**src/rtl/button_pulse_gen_if.sv**
```systemverilog
// button_pulse_gen_if
//   Groups the button-side signals of button_pulse_gen so the conditioner can
//   be dropped between a board pin and a downstream consumer as one bundle.
//   Signals:
//     btn_in     raw button level, asynchronous, active-high, bouncy
//     pulse      one-cycle advance strobe per accepted press (and per repeat)
//     btn_level  debounced button level
//   Modports:
//     master  board/consumer side: drives btn_in, observes pulse and btn_level
//     slave   the conditioner itself: samples btn_in, drives pulse and btn_level
interface button_pulse_gen_if;
   logic btn_in;
   logic pulse;
   logic btn_level;

   modport master (
      output btn_in,
      input  pulse,
      input  btn_level
   );

   modport slave (
      input  btn_in,
      output pulse,
      output btn_level
   );
endinterface

```
**src/rtl/button_pulse_gen.sv**
```systemverilog
// button_pulse_gen
//   Turns a raw, asynchronous push-button into a clean single-cycle advance
//   strobe: the button is synchronized, debounced in both directions and
//   edge-detected so exactly one clk-wide pulse is emitted per accepted press.
//   Optional feature (macro AUTO_REPEAT_EN): while the button stays held, extra
//   pulses are emitted after REPEAT_DELAY cycles and then every REPEAT_PERIOD
//   cycles. With the macro undefined no repeat logic is built.
// Ports:
//   clk             system clock
//   rst             synchronous, active-high reset (priority over everything)
//   bus.btn_in      raw button input (slave modport, input)
//   bus.pulse       registered one-cycle strobe (output)
//   bus.btn_level   registered debounced level (output)
// Parameters:
//   SYNC_STAGES      synchronizer depth on btn_in (>= 2)
//   DEBOUNCE_CYCLES  stable cycles required to accept a level change (>= 1)
//   REPEAT_DELAY     held cycles before first auto-repeat pulse (>= 1)
//   REPEAT_PERIOD    cycles between later auto-repeat pulses (>= 1)
module button_pulse_gen #(
   parameter int unsigned SYNC_STAGES     = 2,
   parameter int unsigned DEBOUNCE_CYCLES = 1_000_000,
   parameter int unsigned REPEAT_DELAY    = 50_000_000,
   parameter int unsigned REPEAT_PERIOD   = 10_000_000
) (
   input  logic                 clk,
   input  logic                 rst,
   button_pulse_gen_if.slave    bus
);

   localparam bit CFG_OK = (SYNC_STAGES >= 2) && (DEBOUNCE_CYCLES >= 1) &&
                           (REPEAT_DELAY >= 1) && (REPEAT_PERIOD >= 1);

   if (!CFG_OK) begin : g_bad_cfg
      $error("button_pulse_gen: illegal parameter combination");
   end

   // Debounce counter only ever has to hold DEBOUNCE_CYCLES-1.
   localparam int unsigned CNT_W = (DEBOUNCE_CYCLES > 1) ? $clog2(DEBOUNCE_CYCLES) : 1;
   localparam logic [CNT_W-1:0] CNT_LAST = CNT_W'(DEBOUNCE_CYCLES - 1);

   typedef enum logic [1:0] {
      IDLE,
      PRESS_WAIT,
      HELD,
      RELEASE_WAIT
   } state_t;

   // ------------------------------------------------------------------
   // Synchronizer
   // ------------------------------------------------------------------
   logic [SYNC_STAGES-1:0] sync_q;
   logic                   s;

   always_ff @(posedge clk) begin
      if (rst) begin
         sync_q <= '0;
      end else begin
         sync_q <= {sync_q[SYNC_STAGES-2:0], bus.btn_in};
      end
   end

   assign s = sync_q[SYNC_STAGES-1];

   // ------------------------------------------------------------------
   // Debounce FSM
   // ------------------------------------------------------------------
   state_t           state_q, state_d;
   logic [CNT_W-1:0] cnt_q, cnt_d;
   logic             pulse_q, pulse_d;
   logic             level_q, level_d;

`ifdef AUTO_REPEAT_EN
   localparam int unsigned REP_MAX = (REPEAT_DELAY > REPEAT_PERIOD) ? REPEAT_DELAY : REPEAT_PERIOD;
   localparam int unsigned REP_W   = (REP_MAX > 1) ? $clog2(REP_MAX) : 1;
   localparam logic [REP_W-1:0] REP_FIRST = REP_W'(REPEAT_DELAY - 1);
   localparam logic [REP_W-1:0] REP_NEXT  = REP_W'(REPEAT_PERIOD - 1);

   logic [REP_W-1:0] rep_q, rep_d;
   // Set once the first repeat has fired; switches the terminal count from
   // the initial delay to the repeat period.
   logic             rep_run_q, rep_run_d;
`endif

   always_ff @(posedge clk) begin
      if (rst) begin
         state_q   <= IDLE;
         cnt_q     <= '0;
         pulse_q   <= 1'b0;
         level_q   <= 1'b0;
`ifdef AUTO_REPEAT_EN
         rep_q     <= '0;
         rep_run_q <= 1'b0;
`endif
      end else begin
         state_q   <= state_d;
         cnt_q     <= cnt_d;
         pulse_q   <= pulse_d;
         level_q   <= level_d;
`ifdef AUTO_REPEAT_EN
         rep_q     <= rep_d;
         rep_run_q <= rep_run_d;
`endif
      end
   end

   always_comb begin
      state_d   = state_q;
      cnt_d     = cnt_q;
      pulse_d   = 1'b0;
      level_d   = level_q;
`ifdef AUTO_REPEAT_EN
      // Repeat timer is cleared on every cycle not spent staying in HELD,
      // which also restarts it after a release bounce.
      rep_d     = '0;
      rep_run_d = 1'b0;
`endif

      unique case (state_q)
         IDLE: begin
            if (s) begin
               state_d = PRESS_WAIT;
               cnt_d   = '0;
            end
         end

         PRESS_WAIT: begin
            if (!s) begin
               state_d = IDLE;
            end else if (cnt_q == CNT_LAST) begin
               state_d = HELD;
               pulse_d = 1'b1;
               level_d = 1'b1;
            end else begin
               cnt_d = cnt_q + 1'b1;
            end
         end

         HELD: begin
            if (!s) begin
               state_d = RELEASE_WAIT;
               cnt_d   = '0;
            end else begin
`ifdef AUTO_REPEAT_EN
               if (rep_q == (rep_run_q ? REP_NEXT : REP_FIRST)) begin
                  pulse_d   = 1'b1;
                  rep_d     = '0;
                  rep_run_d = 1'b1;
               end else begin
                  rep_d     = rep_q + 1'b1;
                  rep_run_d = rep_run_q;
               end
`endif
            end
         end

         RELEASE_WAIT: begin
            if (s) begin
               state_d = HELD;
            end else if (cnt_q == CNT_LAST) begin
               state_d = IDLE;
               level_d = 1'b0;
            end else begin
               cnt_d = cnt_q + 1'b1;
            end
         end

         default: begin
            state_d = IDLE;
         end
      endcase
   end

   assign bus.pulse     = pulse_q;
   assign bus.btn_level = level_q;

endmodule
```
**src/flat_wrapper.sv**
```systemverilog
// flat-port wrapper written by rule: the top's interface ports become plain ports
module button_pulse_gen_flat 
#(
   parameter int unsigned SYNC_STAGES     = 2,
   parameter int unsigned DEBOUNCE_CYCLES = 1_000_000,
   parameter int unsigned REPEAT_DELAY    = 50_000_000,
   parameter int unsigned REPEAT_PERIOD   = 10_000_000
)
  (clk, rst, bus_btn_in, bus_pulse, bus_btn_level);
  button_pulse_gen_if bus_i ();
  input  logic clk;
  input  logic rst;
  input wire logic [$bits(bus_i.btn_in)-1:0] bus_btn_in;
  output wire logic [$bits(bus_i.pulse)-1:0] bus_pulse;
  output wire logic [$bits(bus_i.btn_level)-1:0] bus_btn_level;
  assign bus_i.btn_in = bus_btn_in;
  assign bus_pulse = bus_i.pulse;
  assign bus_btn_level = bus_i.btn_level;
  button_pulse_gen #(.SYNC_STAGES(SYNC_STAGES), .DEBOUNCE_CYCLES(DEBOUNCE_CYCLES), .REPEAT_DELAY(REPEAT_DELAY), .REPEAT_PERIOD(REPEAT_PERIOD)) u_core (.clk(clk), .rst(rst), .bus(bus_i));
endmodule
```
**config.mk**
```make
export PLATFORM = sky130hd
export DESIGN_NAME = button_pulse_gen_flat
export DESIGN_NICKNAME = d
export VERILOG_FILES = /design/src/rtl/button_pulse_gen_if.sv /design/src/rtl/button_pulse_gen.sv /design/src/flat_wrapper.sv
export SDC_FILE = /design/constraint.sdc
export NUM_CORES = 1
export LEC_CHECK = 0
export CAP_MARGIN = 20
export CORE_AREA = 5 5 53 55
export DETAILED_ROUTE_END_ITERATION = 6
export DIE_AREA = 0 0 58 60
export PLACE_DENSITY = 0.77
export SETUP_SLACK_MARGIN = 0.2
export SLEW_MARGIN = 5
export SYNTH_ARGS = -nofsm -noshare
export SYNTH_HDL_FRONTEND = slang
export SYNTH_SLANG_ARGS = --single-unit
```
**constraint.sdc**
```tcl
create_clock -name clk -period 2.9 [get_ports clk]
set_input_delay 0.435 -clock clk [delete_from_list [all_inputs] [get_ports clk]]
set_output_delay 0.435 -clock clk [all_outputs]
set_load 0.005 [all_outputs]
```
==> results of run 1 <==
==> cell families (layout without fill, tap and decap cells) <==
logic type / after synthesis / after routing / synth area share (%)
compound gates: 32 / 32 / 16.4
buf+inv: 5 / 11 / 1.77
simple gates: 76 / 76 / 34.4
flops: 26 / 26 / 40.9
fa+ha+maj: 1 / 1 / 0.983
mux: 1 / 1 / 0.787
xor+xnor: 6 / 6 / 4.72
==> power breakdown <==
group	internal [mW]	leakage [nW]	switching (mW)
Clock	0.140	0.0279	0.111
Sequential	0.362	0.210	0.00342
Combinational	0.0124	0.237	0.0169
Total	0.514	0.475	0.132
==> through the flow <==
step	power (mW)	cell area (um2)	cells
2_1_floorplan	0.389	1270	147
3_3_place_gp	0.400	1340	179
3_5_place_dp	0.402	1340	179
4_1_cts	0.650	1400	183
5_1_grt	0.668	1400	183
6_report	0.646	1400	183
==> sequential cells by signal, indices dropped and copies added (netlist names), named ones only <==
signal / flops
u_core.bus.btn_level: 1
u_core.cnt_q: 20
u_core.sync_q: 2
u_core.state_q: 1
u_core.bus.pulse: 1
==> worst min path at each step <==
stage / cells after the start / to / slack [ns]
2_1_floorplan: 1 / u_core.sync_q[1]$_SDFF_PP0_ / 0.41
3_3_place_gp: 1 / u_core.sync_q[1]$_SDFF_PP0_ / 0.42
3_5_place_dp: 1 / u_core.sync_q[1]$_SDFF_PP0_ / 0.44
4_1_cts: 1 / u_core.sync_q[1]$_SDFF_PP0_ / 0.47
5_1_grt: 1 / u_core.sync_q[1]$_SDFF_PP0_ / 0.49
6_report: 1 / u_core.sync_q[1]$_SDFF_PP0_ / 0.47
==> synthesized netlist by cell type, drive strengths merged, types with 2 or more instances <==
master / instances / share of area, %
dfxtp: 26 / 41
inv: 2 / 0.59
nor2b: 3 / 1.5
nand3: 10 / 3.9
o211ai: 5 / 3.0
nand2: 16 / 4.7
or4: 4 / 2.4
nor2: 11 / 3.2
nor4b: 2 / 1.4
and2: 4 / 2.0
buf: 2 / 0.88
nor3: 2 / 0.79
or2: 3 / 1.5
o21ai: 10 / 4.2
and3: 4 / 2.0
a21oi: 9 / 3.5
and4: 4 / 2.8
or3: 6 / 3.0
xor2: 5 / 4.0
nand4: 5 / 3.6
==> final cells by class <==
class	instances	area (um2)
clock buffer	3	22.5
clock inverter	1	30.0
fill	222	947
inverter	2	7.51
multi-input combinational	116	729
sequential	26	520
tap	30	37.5
timing repair buffer	5	47.5
==> layer usage <==
metal / global-route usage [%] / vias up / part of all wire (%)
met1: 20.3 / 541 / 46
met4: 6.29 / 0 / 1.3
li1: - / 559 / -
met3: 3.02 / 5 / 3.0
met5: 0 / - / 0
met2: 29.4 / 16 / 50
==> flow_metrics.tcl, run 1 <==
set metrics [dict create \
    ff2ff_path_depth 6 \
    cts.clk_slew.worst_paths_ns 0.16 \
    post_cts_buffers 0 \
    period_needed_ns 2.02 \
    worstReg2RegStart "u_core.cnt_q[1]$_SDFFE_PP0P_" \
    cts_tree "built" \
    insertion_delay_ns 0.34 \
    skew_ns 0.0240 \
    totalWireLength_mm 2.67 \
    postCtsHoldBufs 0 \
    dpl.hpwl_mm 2.00 \
    max_freq_ghz 0.496 \
    hp-start "u_core.sync_q[0]$_SDFF_PP0_" \
    status "completed" \
    worstSetupStartpoint "u_core.cnt_q[1]$_SDFFE_PP0P_" \
    drc 0 \
    first_iter_violations 51 \
    tns_ns 0 \
    p_leak_nw 0.475 \
    cp.depth 6 \
    path_buf_inv 0 \
    path_class "reg -> reg" \
    path_delay_family "compound AO/OA/AOI/OAI gates" \
    ir_drop_mv 0.284 \
    ys.flop_type "dfxtp_1" \
    portBuffers 4 \
    slew_headroom_pct 65.3 \
    antenna_found_initial 0 \
    tightest_slew_ns 0.520 \
    synthArstFlopShare_pct 0 \
    slowest_delay_ns 0.49 \
    gr-usage-all-layers_pct 16.7 \
    ant_nets 0 \
    syn-cell-area_um2 1270 \
    synth.avg_cell_area_um2 8.66 \
    cp-endpoint "u_core.cnt_q[5]$_SDFFE_PP0P_" \
    setup_ws_ns 0.885 \
    post-place-ws_ns 0.835 \
    cp_max_fo 14 \
    core_um2 2340 \
    rsz0062_at_grt "false" \
    synth-seq-cells 26 \
    yosysWarnings 0 \
    final_max_slew_viol_count 0 \
    grt_pass1_vias 1071 \
    cts_sinks 26 \
    drive_gt1_share_pct 8.50 \
    drv_cap 0 \
    grt_max_degree 16 \
    htreeDepth 1 \
    synth_nets 151 \
    endpoint_kind "flip-flop" \
    start_util_pct 54.3 \
    fin_crit_sh_pct 69.5 \
    io_pins 5 \
    whs_ns 0.474 \
    layout_common_cells "dfxtp_1, nand2_1, nor2_1, nand3_1" \
    drtPass1Iterations 4 \
    ctsResizeCount 0 \
    ctsLongestPathBuffers 2 \
    fin_util_pct 59.6 \
    cts_buffers 3 \
    die_w_um 58 \
    die_y_um 60 \
    synth_cell_types 38 \
    rows 18 \
    hold_viol 0 \
    finalNetCount 158 \
    worstPathArrival_ns 2.26 \
    grt_pass1_wl_mm 4.59 \
    synth_edf_count 0 \
    start_kind "flip-flop" \
    timing.rr.end "u_core.cnt_q[5]$_SDFFE_PP0P_" \
    diodes 0 \
    root_buffer "clkbuf_4" \
    gr-total-overflow 0 \
    worstPathRequired_ns 3.15 \
    synth_seq_area_share_pct 40.9 \
    via_per_inst 6.13 \
    vias 1121 \
    cp_slowest_cell "o21ai_2" \
    synthCells 147 \
    layout_commonest_cell "dfxtp_1" \
    place_congestion 0.840 \
    setup_viol 0 \
    wl_per_cell_um 14.6 \
    p_per_area_nw_per_um2 463 \
    hold_class "reg -> reg" \
    synthToLayoutAreaGrowth_pct 9.64 \
    crit_chain "ha_1 > and4_1 > nand4_4 > o21ai_2 > o21ai_0 > a21oi_1" \
    regToRegSetupSlack_ns 0.88 \
    dieArea_um2 3480 \
]
Note: power is estimated with default switching activity, not from simulation.
==> run 2, diff against run 1 <==
CORE_AREA = 5 5 55 57   (was 5 5 53 55)
DIE_AREA = 0 0 60 62   (was 0 0 58 60)
PLACE_DENSITY = 0.74   (was 0.77)
clock period = 1.7 ns   (was 2.9 ns; I/O delays follow)
==> run 2 against run 1 <==
The run now ends with setup timing left; clock-buffer cell count unchanged; core utilization grew 16 points; largest cell class unchanged; final cell count is 16% higher; clock skew down 0.0088 ns; via count up 22%; critical path type unchanged; first-iteration DRC count rose by 100%.
==> flow_metrics.tcl, run 2 (same netlist as run 1, synthesis figures left out) <==
set metrics [dict create \
    dpl.hpwl_mm 2.21 \
    rsz0062_at_grt "true" \
    vias 1365 \
    totalWireLength_mm 3.74 \
    cp_slowest_cell "dfxtp_4" \
    start_util_pct 52.3 \
    via_per_inst 6.41 \
    die_y_um 62 \
    ctsLongestPathBuffers 2 \
    fin_cells 213 \
    fin_util_pct 75.5 \
    worstPathArrival_ns 1.96 \
    cts.clk_slew.worst_paths_ns 0.15 \
    diodes 0 \
    htreeDepth 1 \
    dieArea_um2 3720 \
    fin_crit_sh_pct 102 \
    pwr-share-seq_pct 54.8 \
    start_kind "flip-flop" \
    path_buf_inv 0 \
    violations "setup timing" \
    swShare_pct 21.7 \
    hold_class "in -> reg" \
    core_um2 2430 \
    grt_pass1_vias 1301 \
    io_pins 5 \
    antenna_found_initial 0 \
    layout_common_cells "buf_4, nand2_1, nor2_1, dfxtp_2, dfxtp_1" \
    drive_gt1_share_pct 42.1 \
    gr-usage-all-layers_pct 20.6 \
    worstPathRequired_ns 1.94 \
    die_w_um 60 \
    synthToLayoutAreaGrowth_pct 44.2 \
    postCtsHoldBufs 0 \
    crit_chain "ha_4 > and4_4 > nand4_4 > o211a_4 > and3_1 > a221o_1" \
    setup_viol 5 \
    slew_headroom_pct 77.2 \
    skew_ns 0.0152 \
    root_buffer "clkbuf_4" \
    drc 0 \
    path_delay_family "simple AND/OR/NAND/NOR gates" \
    slowest_delay_ns 0.39 \
    cts_sinks 26 \
    grt_pass1_wl_mm 5.77 \
    regToRegSetupSlack_ns -0.03 \
    fin_area_um2 1840 \
    whs_ns 0.449 \
    cts_tree "built" \
    p_sw_uw 245 \
    status "finished, violations left" \
    p_total_mw 1.13 \
    endpoint_kind "flip-flop" \
    reg_top3 "u_core.cnt_q (20), u_core.sync_q (2)" \
    p_leak_nw 0.659 \
    p_int_uw 885 \
    finalNetCount 188 \
    layout_commonest_cell "buf_4" \
    tns_ns -0.0560 \
    tightest_slew_ns 0.340 \
    rows 18 \
    setup_ws_ns -0.0269 \
    gr-total-overflow 0 \
    post-place-ws_ns -0.00794 \
    grt_max_degree 16 \
    cts_buffers 3 \
    portBuffers 4 \
    drv_cap 0 \
    largest_reg_flops 20 \
    fillers 152 \
    combPwrFrac_pct 6.5 \
    wl_per_cell_um 17.5 \
    period_needed_ns 1.73 \
    path_class "reg -> reg" \
    cp_max_fo 8 \
    place_inst 193 \
    clock_power_share_pct 38.7 \
    hold_viol 0 \
    ant_nets 0 \
    place_congestion 0.841 \
    regMostFlops "u_core.cnt_q" \
    dpl_cell_area_um2 1480 \
    ir_drop_mv 0.678 \
    max_freq_ghz 0.579 \
    final_max_slew_viol_count 0 \
    first_iter_violations 102 \
    insertion_delay_ns 0.34 \
    drtPass1Iterations 6 \
    p_per_area_nw_per_um2 615 \
]
[run 2: worst paths after layout]
check | start | to | cells after the start
worst max register to register | u_core.cnt_q[1]$_SDFFE_PP0P_ | u_core.cnt_q[18]$_SDFFE_PP0P_ | 6
worst max-delay path | u_core.cnt_q[1]$_SDFFE_PP0P_ | u_core.cnt_q[18]$_SDFFE_PP0P_ | 6
worst min register to register | u_core.sync_q[0]$_SDFF_PP0_ | u_core.sync_q[1]$_SDFF_PP0_ | 1
worst min-delay path | bus_btn_in | u_core.sync_q[0]$_SDFF_PP0_ | 2
[run 2: area by class of cell]
class,instances,area [um2],area share [%]
multi-input combinational,118,923,50.3
sequential,26,549,29.9
timing repair buffer,33,265,14.5
tap,30,37.5,2.04
clock inverter,1,30.0,1.64
clock buffer,3,22.5,1.23
inverter,2,7.51,0.409
[run 2: layer usage]
| layer | part of all wire [%] | vias up | routed length (um) | track usage [%] |
|---|---|---|---|---|
| li1 | - | 620 | - | - |
| met1 | 39 | 647 | 1450 | 22.8 |
| met2 | 49 | 73 | 1820 | 37.7 |
| met3 | 6.7 | 25 | 249 | 3.31 |
| met4 | 5.8 | 0 | 215 | 11.1 |
| met5 | 0 | - | 0 | 0 |
[run 2: worst reg2reg max path: cells and delay by family (launching register included)]
family | cells | cell delay, ns
AOI/OAI and AO/OA | 2 | 0.55
adders and majority gates | 1 | 0.13
and+or+nand+nor | 3 | 0.56
DFF | 1 | 0.39
[run 2: what timing repair did]
action                                  4_1_cts  5_1_grt
pin swaps                                    12        5
gates resized for setup                      30       13
buffers inserted                             13        1
cloned                                        2        0
endpoints found under the setup margin       19       22
[run 2: power groups by stage]
stage               Sequential (mW)  Combinational (mW)  Clock (mW)
finish                        0.619              0.0734       0.437
detailed placement            0.635              0.0604           0
global route                  0.620              0.0785       0.450
global placement              0.635              0.0586           0
CTS                           0.618              0.0662       0.431
floorplan                     0.635              0.0283           0
